--- config.mk ---
export PLATFORM = sky130hd
export DESIGN_NAME = flip_select_controller
export DESIGN_NICKNAME = d
export VERILOG_FILES = /design/src/rtl/flip_select_controller.sv
export SDC_FILE = /design/constraint.sdc
export NUM_CORES = 1
export LEC_CHECK = 0
export ABC_AREA = 1
export BUFFER_PORTS_ARGS = -buffer_cell sky130_fd_sc_hd__clkbuf_2
export CORE_ASPECT_RATIO = 0.8
export CORE_MARGIN = 8
export CORE_UTILIZATION = 60
export CTS_BUF_LIST = sky130_fd_sc_hd__clkbuf_4 sky130_fd_sc_hd__clkbuf_8
export DETAILED_ROUTE_END_ITERATION = 10
export GPL_TIMING_DRIVEN = 0
export PLACE_DENSITY_LB_ADDON = 0.2
export SKIP_LAST_GASP = 1
export SYNTH_ARGS = -nofsm -noshare
export SYNTH_HDL_FRONTEND = slang
export SYNTH_SLANG_ARGS = --single-unit
--- constraint.sdc ---
create_clock -name clk -period 4.2 [get_ports clk]
set_input_delay 0.42 -clock clk [delete_from_list [all_inputs] [get_ports clk]]
set_output_delay 0.42 -clock clk [all_outputs]
set_load 0.01 [all_outputs]
--- src/rtl/flip_select_controller.sv ---
// flip_select_controller: sequences occurrence fetches, selector write-enables and flip-variable capture for one broken clause.
// Optional feature macro: FSC_SKIP_INVALID_EN (skip occurrence fetches for invalid literals).
module flip_select_controller #(
    parameter int NSAT  = 3,
    parameter int VAR_W = 12
) (
    input  logic                    clk,
    input  logic                    reset,
    input  logic                    start_i,
    input  logic [NSAT*VAR_W-1:0]   clause_vars_i,
    input  logic [NSAT-1:0]         lit_valid_i,
    output logic                    busy_o,
    output logic                    occ_rd_en_o,
    output logic [VAR_W-1:0]        occ_rd_addr_o,
    input  logic                    occ_rd_valid_i,
    output logic [1:0]              wren_o,
    output logic [NSAT-1:0]         bv_valid_o,
    input  logic [1:0]              sel_i,
    output logic [VAR_W-1:0]        flip_var_o,
    output logic                    flip_valid_o,
    input  logic                    flip_ready_i,
    output logic                    sel_err_o
);
    generate
        if (NSAT != 3) begin : g_nsat_check
            $error("flip_select_controller supports only NSAT == 3");
        end
    endgenerate

    typedef enum logic [2:0] {S_IDLE, S_REQ, S_WAIT, S_WRITE, S_SEL, S_CAPTURE, S_OUT} state_t;

    localparam logic [1:0] LAST = 2'(NSAT - 1);

    state_t             r_state;
    logic [1:0]         r_k;
    logic [VAR_W-1:0]   r_vars [NSAT];
    logic [NSAT-1:0]    r_valid;
    logic [VAR_W-1:0]   r_addr;
    logic [VAR_W-1:0]   r_flip_var;
    logic               r_sel_err;
    logic               w_skip;
    logic               w_rd_en;
    logic [VAR_W-1:0]   w_addr;

`ifdef FSC_SKIP_INVALID_EN
    assign w_skip = !r_valid[r_k];
`else
    assign w_skip = 1'b0;
`endif

    assign w_addr        = r_vars[r_k];
    assign w_rd_en       = (r_state == S_REQ) && !w_skip;
    assign busy_o        = (r_state != S_IDLE);
    assign occ_rd_en_o   = w_rd_en;
    assign occ_rd_addr_o = w_rd_en ? w_addr : r_addr;
    assign wren_o        = (r_state == S_SEL) ? 2'b11 :
                           (r_state == S_WRITE) ? ((r_k == 2'd0) ? 2'b01 : 2'b10) : 2'b00;
    assign bv_valid_o    = (r_state == S_SEL) ? r_valid : '0;
    assign flip_var_o    = r_flip_var;
    assign flip_valid_o  = (r_state == S_OUT);
    assign sel_err_o     = r_sel_err;

    // Main sequencer: walks literals, fetches rows, commands selection, then holds the result until accepted
    always_ff @(posedge clk) begin
        if (reset) begin
            r_state    <= S_IDLE;
            r_k        <= 2'd0;
            r_valid    <= '0;
            r_addr     <= '0;
            r_flip_var <= '0;
            r_sel_err  <= 1'b0;
            for (int i = 0; i < NSAT; i++) r_vars[i] <= '0;
        end else begin
            r_sel_err <= 1'b0;
            if (w_rd_en) r_addr <= w_addr;
            case (r_state)
                S_IDLE: if (start_i) begin
                    for (int i = 0; i < NSAT; i++) r_vars[i] <= clause_vars_i[i*VAR_W +: VAR_W];
                    r_valid <= lit_valid_i;
                    r_k     <= 2'd0;
                    r_state <= S_REQ;
                end
                S_REQ: if (!w_skip) r_state <= S_WAIT;
                    else if (r_k == LAST) r_state <= S_SEL;
                    else r_k <= r_k + 2'd1;
                S_WAIT: if (occ_rd_valid_i) r_state <= (r_k < LAST) ? S_WRITE : S_SEL;
                S_WRITE: begin
                    r_k     <= r_k + 2'd1;
                    r_state <= S_REQ;
                end
                S_SEL: r_state <= S_CAPTURE;
                S_CAPTURE: begin
                    r_flip_var <= (sel_i <= LAST) ? r_vars[sel_i] : '0;
                    r_sel_err  <= (sel_i > LAST);
                    r_state    <= S_OUT;
                end
                S_OUT: if (flip_ready_i) r_state <= S_IDLE;
                default: r_state <= S_IDLE;
            endcase
        end
    end
endmodule

Word-level counts from Yosys, hierarchy flattened --
Memories as Yosys holds them, arrays and structs flattened. A register that Yosys moved wholly into a read port is not among the register bits. Index checks and enable logic that the tools add are counted.
Operators by class: bitwise logic cells 4, reduce and logical (&&, ||, !) cells 8, add/subtract/negate cells 1, muxes and demuxes 24, order comparisons 3, equal/unequal tests 9
Operators by type and width (number):
- $mux W12 | 5
- $pmux W3 S7 | 1
- $mux W3 | 5
- $mux W2 | 6
- $eq A3 B3 Y1 const B | 3
- $eq A3 B2 Y1 const B | 2
- $mux W1 | 6
- $ne A2 B2 Y1 const B | 2
- $pmux W2 S2 | 1
- $reduce_and A2 Y1 | 2
- $eq A3 B1 Y1 const B | 1
- $logic_not A3 Y1 | 1
- $or A1 B1 Y1 | 3
- $reduce_and A3 Y1 | 1
- $reduce_bool A3 Y1 | 1
- $add A2 B1 Y2 const B | 1
- $gt A2 B2 Y1 const B | 1
- $le A2 B2 Y1 const B | 1
- $logic_not A2 Y1 | 1
- $lt A2 B2 Y1 const B | 1
- $ne A2 B1 Y1 const B | 1
- $reduce_bool A2 Y1 | 1
- $reduce_or A2 Y1 | 1
- $not A1 Y1 | 1
Storage, ports and cells: output and inout bits 33, RAM bits 36, memories 1, bits in registers 33, input bits 46, logic and storage cells 56
Memories:
- r_vars | words 3, width 12, rd ports 2, clocked after Yosys merged registers in 1, wr ports 3, RTL line 36 | logic [VAR_W-1:0] r_vars [NSAT];

Longest topological paths before layout --
Gate-level depths: netlist of the first run.
depth in word-level cells 5, mapped depth 7, mapped depth without buffers 7

Worst setup path after synthesis of the first run --
OpenSTA, ideal clock, no wires.
kind input -> register, from in reset, to mem r_vars[0][0], enable pin, stages 3, data arrival time 1.664 ns, data required time 3.805 ns, library setup time 0.395 ns, path slack 2.140 ns, cells stage by stage buf_2 -> clkinv_1 -> nand2_1
RTL lines:
- from (decl) | RTL line 8 | input logic reset,
- to (decl) | RTL line 36

==> flow_summary.json, run 1 <==
{
  "status": "completed",
  "synthCells": 413,
  "synth_common_cells": "85 x nand2_1, 74 x inv_1, 58 x nor2_1",
  "syn-cell-area_um2": 3370,
  "die_area_um2": 8290,
  "synthArstFlopShare_pct": 0,
  "postLayoutCoreUtil_pct": 74.1,
  "clock_latency_ns": 0.35,
  "grt_overflow": 0,
  "maxCapViolCount": 0,
  "first_pass_iters": 5,
  "seqCellArea_um2": 1780,
  "seq_area_frac_synth_pct": 52.8,
  "rsz0062_at_grt": "false",
  "place_congestion": 0.869,
  "clk_pin_slew_worst_paths_ns": 0.08,
  "grt_pass1_wl_mm": 12.9,
  "critPathKind": "reg -> out",
  "finalCriticalPeriod_ns": 2.23,
  "syn_avg_cell_area_um2": 8.16,
  "drive_above_1_share_pct": 23.9,
  "n_fill_cell": 409,
  "relSlewSlack_pct": 43.0,
  "placedInstanceArea_um2": 3860,
  "ctsHoldBuffers": 0,
  "start_kind": "flop",
  "vias": 2909,
  "gr-usage-all-layers_pct": 19.6,
  "htreeDepth": 3,
  "design_area_um2": 4030,
  "place_inst": 568,
  "cts_buffers": 9,
  "tightest_slew_ns": 0.852,
  "ys_seq_elements": 71,
  "multi_input_area_um2": 1190,
  "fin_crit_sh_pct": 53.2,
  "netlist_top_cells_area": "edfxtp_1 32%, dfxtp_1 21%, nand2_1 9.5%, inv_1 8.2%, nor2_1 6.5%",
  "crit_chain": "clkbuf_1 > nand2_1 > o211ai_1 > nand3_1 > nand2_1 > inv_1 > clkbuf_2",
  "avgViaCountPerCell": 4.98,
  "hold_viol": 0,
  "cts.sinks": 71,
  "crit_top_cell": "nand2_1",
  "cts_tree": "done",
  "core_um2": 5440,
  "finalSetupViolCount": 0,
  "initial_core_util_pct": 62.0,
  "cts_setup_buffers": 0,
  "tns_ns": 0,
  "cp_slowest_cell": "dfxtp_1",
  "finClkSkew_ns": 0.0137,
  "num_rows": 24,
  "timing.fmax_mhz": 447,
  "dpl.hpwl_mm": 6.20,
  "slowest_delay_ns": 0.43,
  "clock_path_buffers": 2,
  "stdcell_count": 584,
  "leakage_nw": 1.96,
  "die_w_um": 99.8,
  "wl_mm": 8.01,
  "hold_class": "in -> reg",
  "grt_pass1_vias": 2718,
  "synth_top_cell_by_area": "edfxtp_1",
  "drt_iter0_markers": 221,
  "synth_flop_cell": "edfxtp_1",
  "synth-edff-count": 36,
  "syn2layout_area_growth_pct": 19.4,
  "arrival_ns": 1.81,
  "antenna_cells": 0,
  "nNetsFinal": 548,
  "ioPinCount": 79,
  "cp.buffers_inverters": 3,
  "wl_per_cell_um": 13.7,
  "max-vdd-ir-drop_v": 0.000317,
  "slew_viol_final": 0,
  "antenna_found_initial": 0,
  "path_max_fanout": 10,
  "netlist.area_leader.share_pct": 32.1,
  "end_kind": "output pin",
  "critical-path-top-delay-family": "buffers and inverters",
  "yosysMostFrequentCell": "nand2_1",
  "cp.required_ns": 3.78,
  "drc": 0,
  "synth_fp_nets": 460,
  "die_h_um": 83.1,
  "yosysWarnings": 0,
  "io_buffers": 77,
  "post_cts_resized": 0,
  "ys_types": 27,
  "cts_root_buffer": "clkbuf_8",
  "grt_max_degree": 40,
  "power_density_nw_per_um2": 456,
  "ant_nets": 0
}
-- metrics by stage --
step / hold slack [ns] / total power, mW / setup slack [ns]
2_1_floorplan: 0.437 / 1.21 / 2.14
3_3_place_gp: 0.456 / 1.35 / 1.69
3_5_place_dp: 0.463 / 1.38 / 2.11
4_1_cts: 0.305 / 1.84 / 2.00
5_1_grt: 0.326 / 1.94 / 1.83
6_report: 0.322 / 1.83 / 1.97
-- cells in the final DEF (no fill, tap or decap), types with 2 or more instances in the layout --
| master | synthesis | layout |
|---|---|---|
| a21oi_1 | 15 | 15 |
| inv_2 | 4 | 4 |
| clkinv_2 | 0 | 3 |
| clkbuf_1 | 7 | 7 |
| buf_2 | 4 | 4 |
| edfxtp_1 | 36 | 36 |
| clkbuf_8 | 0 | 9 |
| or2_2 | 5 | 5 |
| clkbuf_2 | 0 | 77 |
| nand3_1 | 31 | 31 |
| nand2_2 | 1 | 2 |
| nor2_4 | 3 | 3 |
| inv_4 | 0 | 2 |
| o211ai_1 | 24 | 24 |
| nor2_1 | 58 | 58 |
| o21ai_0 | 6 | 6 |
| nand2_1 | 85 | 84 |
| buf_6 | 2 | 2 |
| nor3_1 | 3 | 3 |
| buf_4 | 4 | 4 |
| or2_1 | 7 | 7 |
| dfxtp_1 | 35 | 35 |
| inv_1 | 74 | 74 |
| nand2_4 | 2 | 2 |
-- path summary, 6_finish.rpt --
check                           slack (ns)                to      startpoint  cells after the start
worst max-delay path                  1.97  occ_rd_addr_o[6]            flop                      7
worst min-delay path                  0.32        r_valid[0]  lit_valid_i[0]                      3
worst max register to register        2.32     r_vars[2][11]      r_state[0]                      5
worst min register to register        0.47     flip_var_o[9]   flip_var_o[9]                      2
-- report_power, final --
group / switching, mW / total [mW] / internal, mW
logic: 0.289 / 0.470 / 0.181
clock network: 0.252 / 0.471 / 0.219
registers: 0.0545 / 0.893 / 0.838
total: 0.596 / 1.83 / 1.24
-- layer usage --
layer	track usage, %	routed length [um]	vias to the layer above
met5	0	0	-
li1	-	-	1473
met4	6.04	121	0
met3	7.25	764	13
met2	28.6	3430	144
met1	26.1	3700	1279
-- kinds of logic (layout without fill, tap and decap cells) --
family	after synthesis	after routing	synth area share (%)
compound gates	46	46	8.61
fa+ha+maj	1	1	0.371
buf+inv	97	190	11.8
flops	71	71	52.8
simple gates	198	198	26.3
-- registers in the layout, indices dropped and copies added (netlist names), named ones only --
name        flops
r_vars         36
flip_var_o     12
r_k             2
r_addr         12
r_valid         3
sel_err_o       1
r_state         3
-- cell type report --
cell class | count | share of cell area, %
tap | 78 | 2.42
multi-input combinational | 245 | 29.7
clock buffer | 10 | 3.26
timing repair buffer | 77 | 9.57
clock inverter | 6 | 0.901
inverter | 79 | 7.37
buffer | 18 | 2.55
sequential | 71 | 44.3
-- worst register-to-register path: stages (launching register included) --
cell and delay, ns:
dfxtp_1 0.40, nor2_4 0.18, nand2_4 0.09, nor2_8 0.14
inv_2 0.06, nand2_2 0.62
(Power assumes the default switching activity.)
==> inputs of run 2 (changes only) <==
--- a/config.mk
+++ b/config.mk
@@ -9,7 +9,7 @@
 export BUFFER_PORTS_ARGS = -buffer_cell sky130_fd_sc_hd__clkbuf_2
 export CORE_ASPECT_RATIO = 0.8
 export CORE_MARGIN = 8
-export CORE_UTILIZATION = 60
+export CORE_UTILIZATION = 56
 export CTS_BUF_LIST = sky130_fd_sc_hd__clkbuf_4 sky130_fd_sc_hd__clkbuf_8
 export DETAILED_ROUTE_END_ITERATION = 10
 export GPL_TIMING_DRIVEN = 0
==> constraint.sdc (replaced) <==
create_clock -name clk -period 2.1 [get_ports clk]
set_input_delay 0.21 -clock clk [delete_from_list [all_inputs] [get_ports clk]]
set_output_delay 0.21 -clock clk [all_outputs]
set_load 0.01 [all_outputs]
==> run 2 against run 1 <==
Effect of this change: die area rose by 5.9%; hold slack got worse by 0.22 ns; sequential power rose by 100%; combinational power rose by 100%; first-iteration DRC count rose by 31%; final area rose by 1.7%; critical endpoint is now occ_rd_addr_o[5].
==> flow_summary.json, run 2 (same netlist as run 1, synthesis figures left out) <==
{
  "vias": 2876,
  "regMostFlops": "r_vars",
  "n_fill_cell": 508,
  "die_w_um": 103,
  "hold_class": "in -> reg",
  "cp_slowest_cell": "dfxtp_1",
  "nNetsFinal": 548,
  "start_kind": "flop",
  "clock_latency_ns": 0.34,
  "min_delay_path_depth": 3,
  "htreeDepth": 3,
  "grt_overflow": 0,
  "grtUsageMet2_pct": 30.9,
  "drive_above_1_share_pct": 24.3,
  "antenna_cells": 0,
  "status": "completed",
  "path_max_fanout": 10,
  "cts_setup_buffers": 0,
  "ctsHoldBuffers": 0,
  "syn2layout_area_growth_pct": 21.4,
  "grt.busiest_layer": "met2",
  "end_kind": "output pin",
  "wl_mm": 8.34,
  "p_clk_share_pct": 31.3,
  "dpl.hpwl_mm": 6.54,
  "relSlewSlack_pct": 43.1,
  "cts_tree": "done",
  "r2r-start": "r_state[1]",
  "core_um2": 5850,
  "grt_pass1_vias": 2925,
  "drt_iter0_markers": 290,
  "cts_buffers": 9,
  "finalSetupViolCount": 0,
  "p_comb_share_pct": 23.7,
  "r2r_setup_slack_ns": 0.22,
  "die_area_um2": 8780,
  "post_cts_resized": 0,
  "first_pass_iters": 4,
  "holdPathEnd": "r_valid[1]",
  "reg2reg_depth": 5,
  "gr-usage-all-layers_pct": 20.3,
  "sw_frac_of_total_pct": 30.3,
  "holdCritStartpoint": "lit_valid_i[1]",
  "max-vdd-ir-drop_v": 0.000595,
  "arrival_ns": 1.72,
  "slew_viol_final": 0,
  "finClkSkew_ns": 0.00941,
  "power_density_nw_per_um2": 972,
  "fin_ws_ns": 0.170,
  "leakage_nw": 1.99,
  "largest_register_ffs": 36,
  "switchingPower_mw": 1.20,
  "finalCriticalPeriod_ns": 1.93,
  "final_cell_mix": "84 x nand2_1, 78 x clkbuf_2, 74 x inv_1",
  "preCtsSetupSlack_ns": 0.199,
  "seq_power_share_pct": 45.0,
  "initial_core_util_pct": 57.6,
  "grt_max_degree": 40,
  "met1_usage_pct": 27.2,
  "cts.sinks": 71,
  "cp.buffers_inverters": 3,
  "design_area_um2": 4090,
  "crit_chain": "clkbuf_1 > o211ai_1 > nand3_1 > nand2_1 > inv_1 > clkbuf_2",
  "finalPower_mw": 3.98,
  "multi_input_area_um2": 1190,
  "die_h_um": 85.4,
  "critPathKind": "reg -> out",
  "slowest_delay_ns": 0.42,
  "grtUsageMet3_pct": 4.99,
  "r2r_end": "r_vars[2][11]",
  "clk_pin_slew_worst_paths_ns": 0.07,
  "tightest_slew_ns": 0.851,
  "num_rows": 25,
  "cp.required_ns": 1.89,
  "grt_pass1_wl_mm": 13.7,
  "drc": 0,
  "rsz0062_at_grt": "false",
  "avgViaCountPerCell": 4.90,
  "timing.fmax_mhz": 518,
  "maxCapViolCount": 0,
  "ioPinCount": 79,
  "wl_per_cell_um": 14.2,
  "clock_path_buffers": 2,
  "place_congestion": 0.853,
  "critical-path-top-delay-family": "buffers and inverters",
  "cts_root_buffer": "clkbuf_8",
  "antenna_found_initial": 0,
  "p_int_mw": 2.77,
  "io_buffers": 77,
  "worst-path-stages": 6,
  "placedInstanceArea_um2": 3860,
  "hold_viol": 0,
  "ant_nets": 0,
  "layout_commonest_cell": "nand2_1",
  "seqCellArea_um2": 1780,
  "fin_crit_sh_pct": 91.9
}
## run 2: how the worst max path moves through the flow
stage / start / end / slack, ns
after global routing: flop / occ_rd_addr_o[2] / 0.03
final: flop / occ_rd_addr_o[5] / 0.17
after floorplan: r_state[0] / r_vars[0][0] / 0.1
after CTS: r_state[0] / occ_rd_addr_o[5] / 0.11
after detailed placement: r_state[0] / r_vars[0][0] / 0.20
after global placement: r_state[0] / r_vars[1][4] / -0.25
## run 2: power groups by stage
stage	clock (mW)	sequential (mW)	combinational (mW)
6_report	1.25	1.79	0.943
3_3_place_gp	0	1.81	0.908
3_5_place_dp	0	1.82	0.943
2_1_floorplan	0	1.78	0.640
4_1_cts	1.25	1.79	0.948
5_1_grt	1.32	1.81	1.06
## run 2: area by class of cell
type / instances / share of cell area, %
Clock inverter: 5 / 1.90
Multi-Input combinational cell: 245 / 29.2
Clock buffer: 11 / 3.70
Tap cell: 81 / 2.48
Sequential cell: 71 / 43.6
Buffer: 18 / 2.54
Timing Repair Buffer: 77 / 9.42
Inverter: 79 / 7.25
## run 2: worst reg2reg max path, stage by stage (launching register included)
cell and delay [ns]:
dfxtp_1 0.38, nor2_4 0.20, nand2_4 0.09, nor2_8 0.14, inv_2 0.07, nand2_2 0.62
## run 2: per-stage QoR
stage / setup TNS, ns / cells / util, % / hold WS (ns)
floorplan: 0 / 413 / - / 0.349
global placement: -9.44 / 571 / 66.0 / 0.433
detailed placement: 0 / 571 / 66.0 / 0.456
CTS: 0 / 587 / 69.9 / 0.0974
global route: 0 / 587 / 70.0 / 0.126
finish: 0 / 587 / 70.0 / 0.101
## run 2: routing by layer
layer  part of all wire [%]  vias up  wire (um)
met5                      0        -          0
met4                    1.3        0        108
met3                    8.3       11        693
met2                     46      114       3800
met1                     45     1280       3740
li1                       -     1471          -
==> inputs of run 3 (changes only) <==
--- a/config.mk
+++ b/config.mk
@@ -9,8 +9,7 @@
 export BUFFER_PORTS_ARGS = -buffer_cell sky130_fd_sc_hd__clkbuf_2
 export CORE_ASPECT_RATIO = 0.8
 export CORE_MARGIN = 8
-export CORE_UTILIZATION = 56
-export CTS_BUF_LIST = sky130_fd_sc_hd__clkbuf_4 sky130_fd_sc_hd__clkbuf_8
+export CORE_UTILIZATION = 54
 export DETAILED_ROUTE_END_ITERATION = 10
 export GPL_TIMING_DRIVEN = 0
 export PLACE_DENSITY_LB_ADDON = 0.2
@@ -18,3 +17,4 @@
 export SYNTH_ARGS = -nofsm -noshare
 export SYNTH_HDL_FRONTEND = slang
 export SYNTH_SLANG_ARGS = --single-unit
+export TNS_END_PERCENT = 20
==> run 3 against run 2 <==
Effect of this change: maximum frequency is 0.83% lower; via count up 0.24%; wire length decreased by 2.9%; count of clock-buffer cells in the layout up 3; non-clock buffer count is the same; setup slack got worse by 0.016 ns; largest cell class unchanged; largest power group unchanged.
==> flow_summary.json, run 3 (same netlist as run 1, synthesis figures left out) <==
{
  "max-vdd-ir-drop_v": 0.000520,
  "status": "completed",
  "initial_core_util_pct": 56.4,
  "ant_nets": 0,
  "cp_slowest_cell": "clkbuf_1",
  "path_max_fanout": 10,
  "critical-path-top-delay-family": "buffers and inverters",
  "end_kind": "output pin",
  "finalCriticalPeriod_ns": 1.95,
  "power_density_nw_per_um2": 933,
  "arrival_ns": 1.74,
  "first_pass_iters": 5,
  "crit_top_cell": "inv_1",
  "tightest_slew_ns": 0.866,
  "die_area_um2": 9050,
  "core_um2": 5970,
  "timing.fmax_mhz": 514,
  "slowest_delay_ns": 0.36,
  "cts_tree": "done",
  "hold_viol": 0,
  "finClkSkew_ns": 0.00699,
  "grt_pass1_vias": 2885,
  "clk_pin_slew_worst_paths_ns": 0.07,
  "maxCapViolCount": 0,
  "slew_viol_final": 0,
  "antenna_found_initial": 0,
  "dpl.hpwl_mm": 6.31,
  "ctsHoldBuffers": 0,
  "drc": 0,
  "largest_register_ffs": 36,
  "finalSetupViolCount": 0,
  "htreeDepth": 3,
  "vias": 2883,
  "hold-worst-slack_ns": 0.113,
  "final_cell_mix": "84 x nand2_1, 78 x clkbuf_2, 74 x inv_1",
  "cts_setup_buffers": 0,
  "grt_pass1_wl_mm": 13.7,
  "cts_root_buffer": "clkbuf_8",
  "antenna_cells": 0,
  "hold_class": "in -> reg",
  "layout_commonest_cell": "nand2_1",
  "cts.sinks": 71,
  "grt_max_degree": 40,
  "multi_input_area_um2": 1190,
  "leakage_nw": 1.97,
  "clock_path_buffers": 2,
  "relSlewSlack_pct": 42.1,
  "place_congestion": 0.844,
  "clock_latency_ns": 0.34,
  "crit_chain": "inv_1 > clkbuf_1 > o211ai_1 > nand3_1 > nand2_1 > inv_1 > clkbuf_2",
  "place_inst": 571,
  "critPathKind": "reg -> out",
  "ioPinCount": 79,
  "drive_above_1_share_pct": 23.7,
  "die_h_um": 86.7,
  "drt_iter0_markers": 374,
  "seqCellArea_um2": 1780,
  "postLayoutCoreUtil_pct": 68.0,
  "wl_per_cell_um": 13.8,
  "wl_mm": 8.10,
  "cts_buffers": 9,
  "syn2layout_area_growth_pct": 20.4,
  "cp.required_ns": 1.89,
  "cp.buffers_inverters": 4,
  "n_fill_cell": 505,
  "io_buffers": 77,
  "stdcell_count": 587,
  "rsz0062_at_grt": "true",
  "gr-usage-all-layers_pct": 18.8,
  "nNetsFinal": 548,
  "grt_overflow": 0,
  "tns_ns": 0,
  "start_kind": "flop",
  "regMostFlops": "r_vars",
  "avgViaCountPerCell": 4.91,
  "die_w_um": 104,
  "num_rows": 25,
  "fin_crit_sh_pct": 92.7
}
run 3: worst paths after layout:
path,start,to,slack (ns),depth (start not counted)
max,flop,occ_rd_addr_o[10],0.15,7
min,lit_valid_i[0],r_valid[0],0.11,3
max reg2reg,r_state[0],r_vars[2][1],0.20,5
min reg2reg,flip_var_o[1],flip_var_o[1],0.47,2
run 3: power by group:
group / leakage, nW / switching, mW / total, mW / internal, mW
clock network: 0.104 / 0.484 / 1.07 / 0.584
logic: 1.20 / 0.573 / 0.936 / 0.363
registers: 0.672 / 0.107 / 1.78 / 1.68
run 3: cell type report:
class	count	share of cell area, %
flip-flops and latches	71	43.9
multi-input cells	245	29.4
repair buffers	77	9.49
inverters	79	7.30
clock buffers	14	4.65
plain buffers	18	2.56
well taps	81	2.50
clock inverters	2	0.246
run 3: per-stage QoR:
| stage | setup slack, ns | cell area (um2) | power [mW] |
|---|---|---|---|
| finish | 0.154 | 4060 | 3.79 |
| global route | -0.0108 | 4060 | 4.02 |
| CTS | 0.120 | 4060 | 3.81 |
| detailed placement | 0.190 | 3860 | 2.75 |
| global placement | -0.269 | 3860 | 2.72 |
| floorplan | 0.0960 | 3370 | 2.42 |
run 3: what timing repair did:
item	in CTS	in global routing
resized for setup	0	2
endpoints found under the hold margin	0	0
endpoints found under the setup margin	0	8
run 3: worst reg2reg max path, stage by stage, from the launching register on:
cell     delay [ns]
dfxtp_1        0.40
nor2_4         0.18
nand2_4        0.09
nor2_8         0.13
inv_2          0.06
nand2_2        0.63
run 3: routing by layer:
metal	track usage, %	part of all wire [%]	up-vias
li1	-	-	1476
met5	0	0	-
met4	6.82	1.3	0
met1	24.7	46	1261
met2	27.8	43	134
met3	6.89	10	12
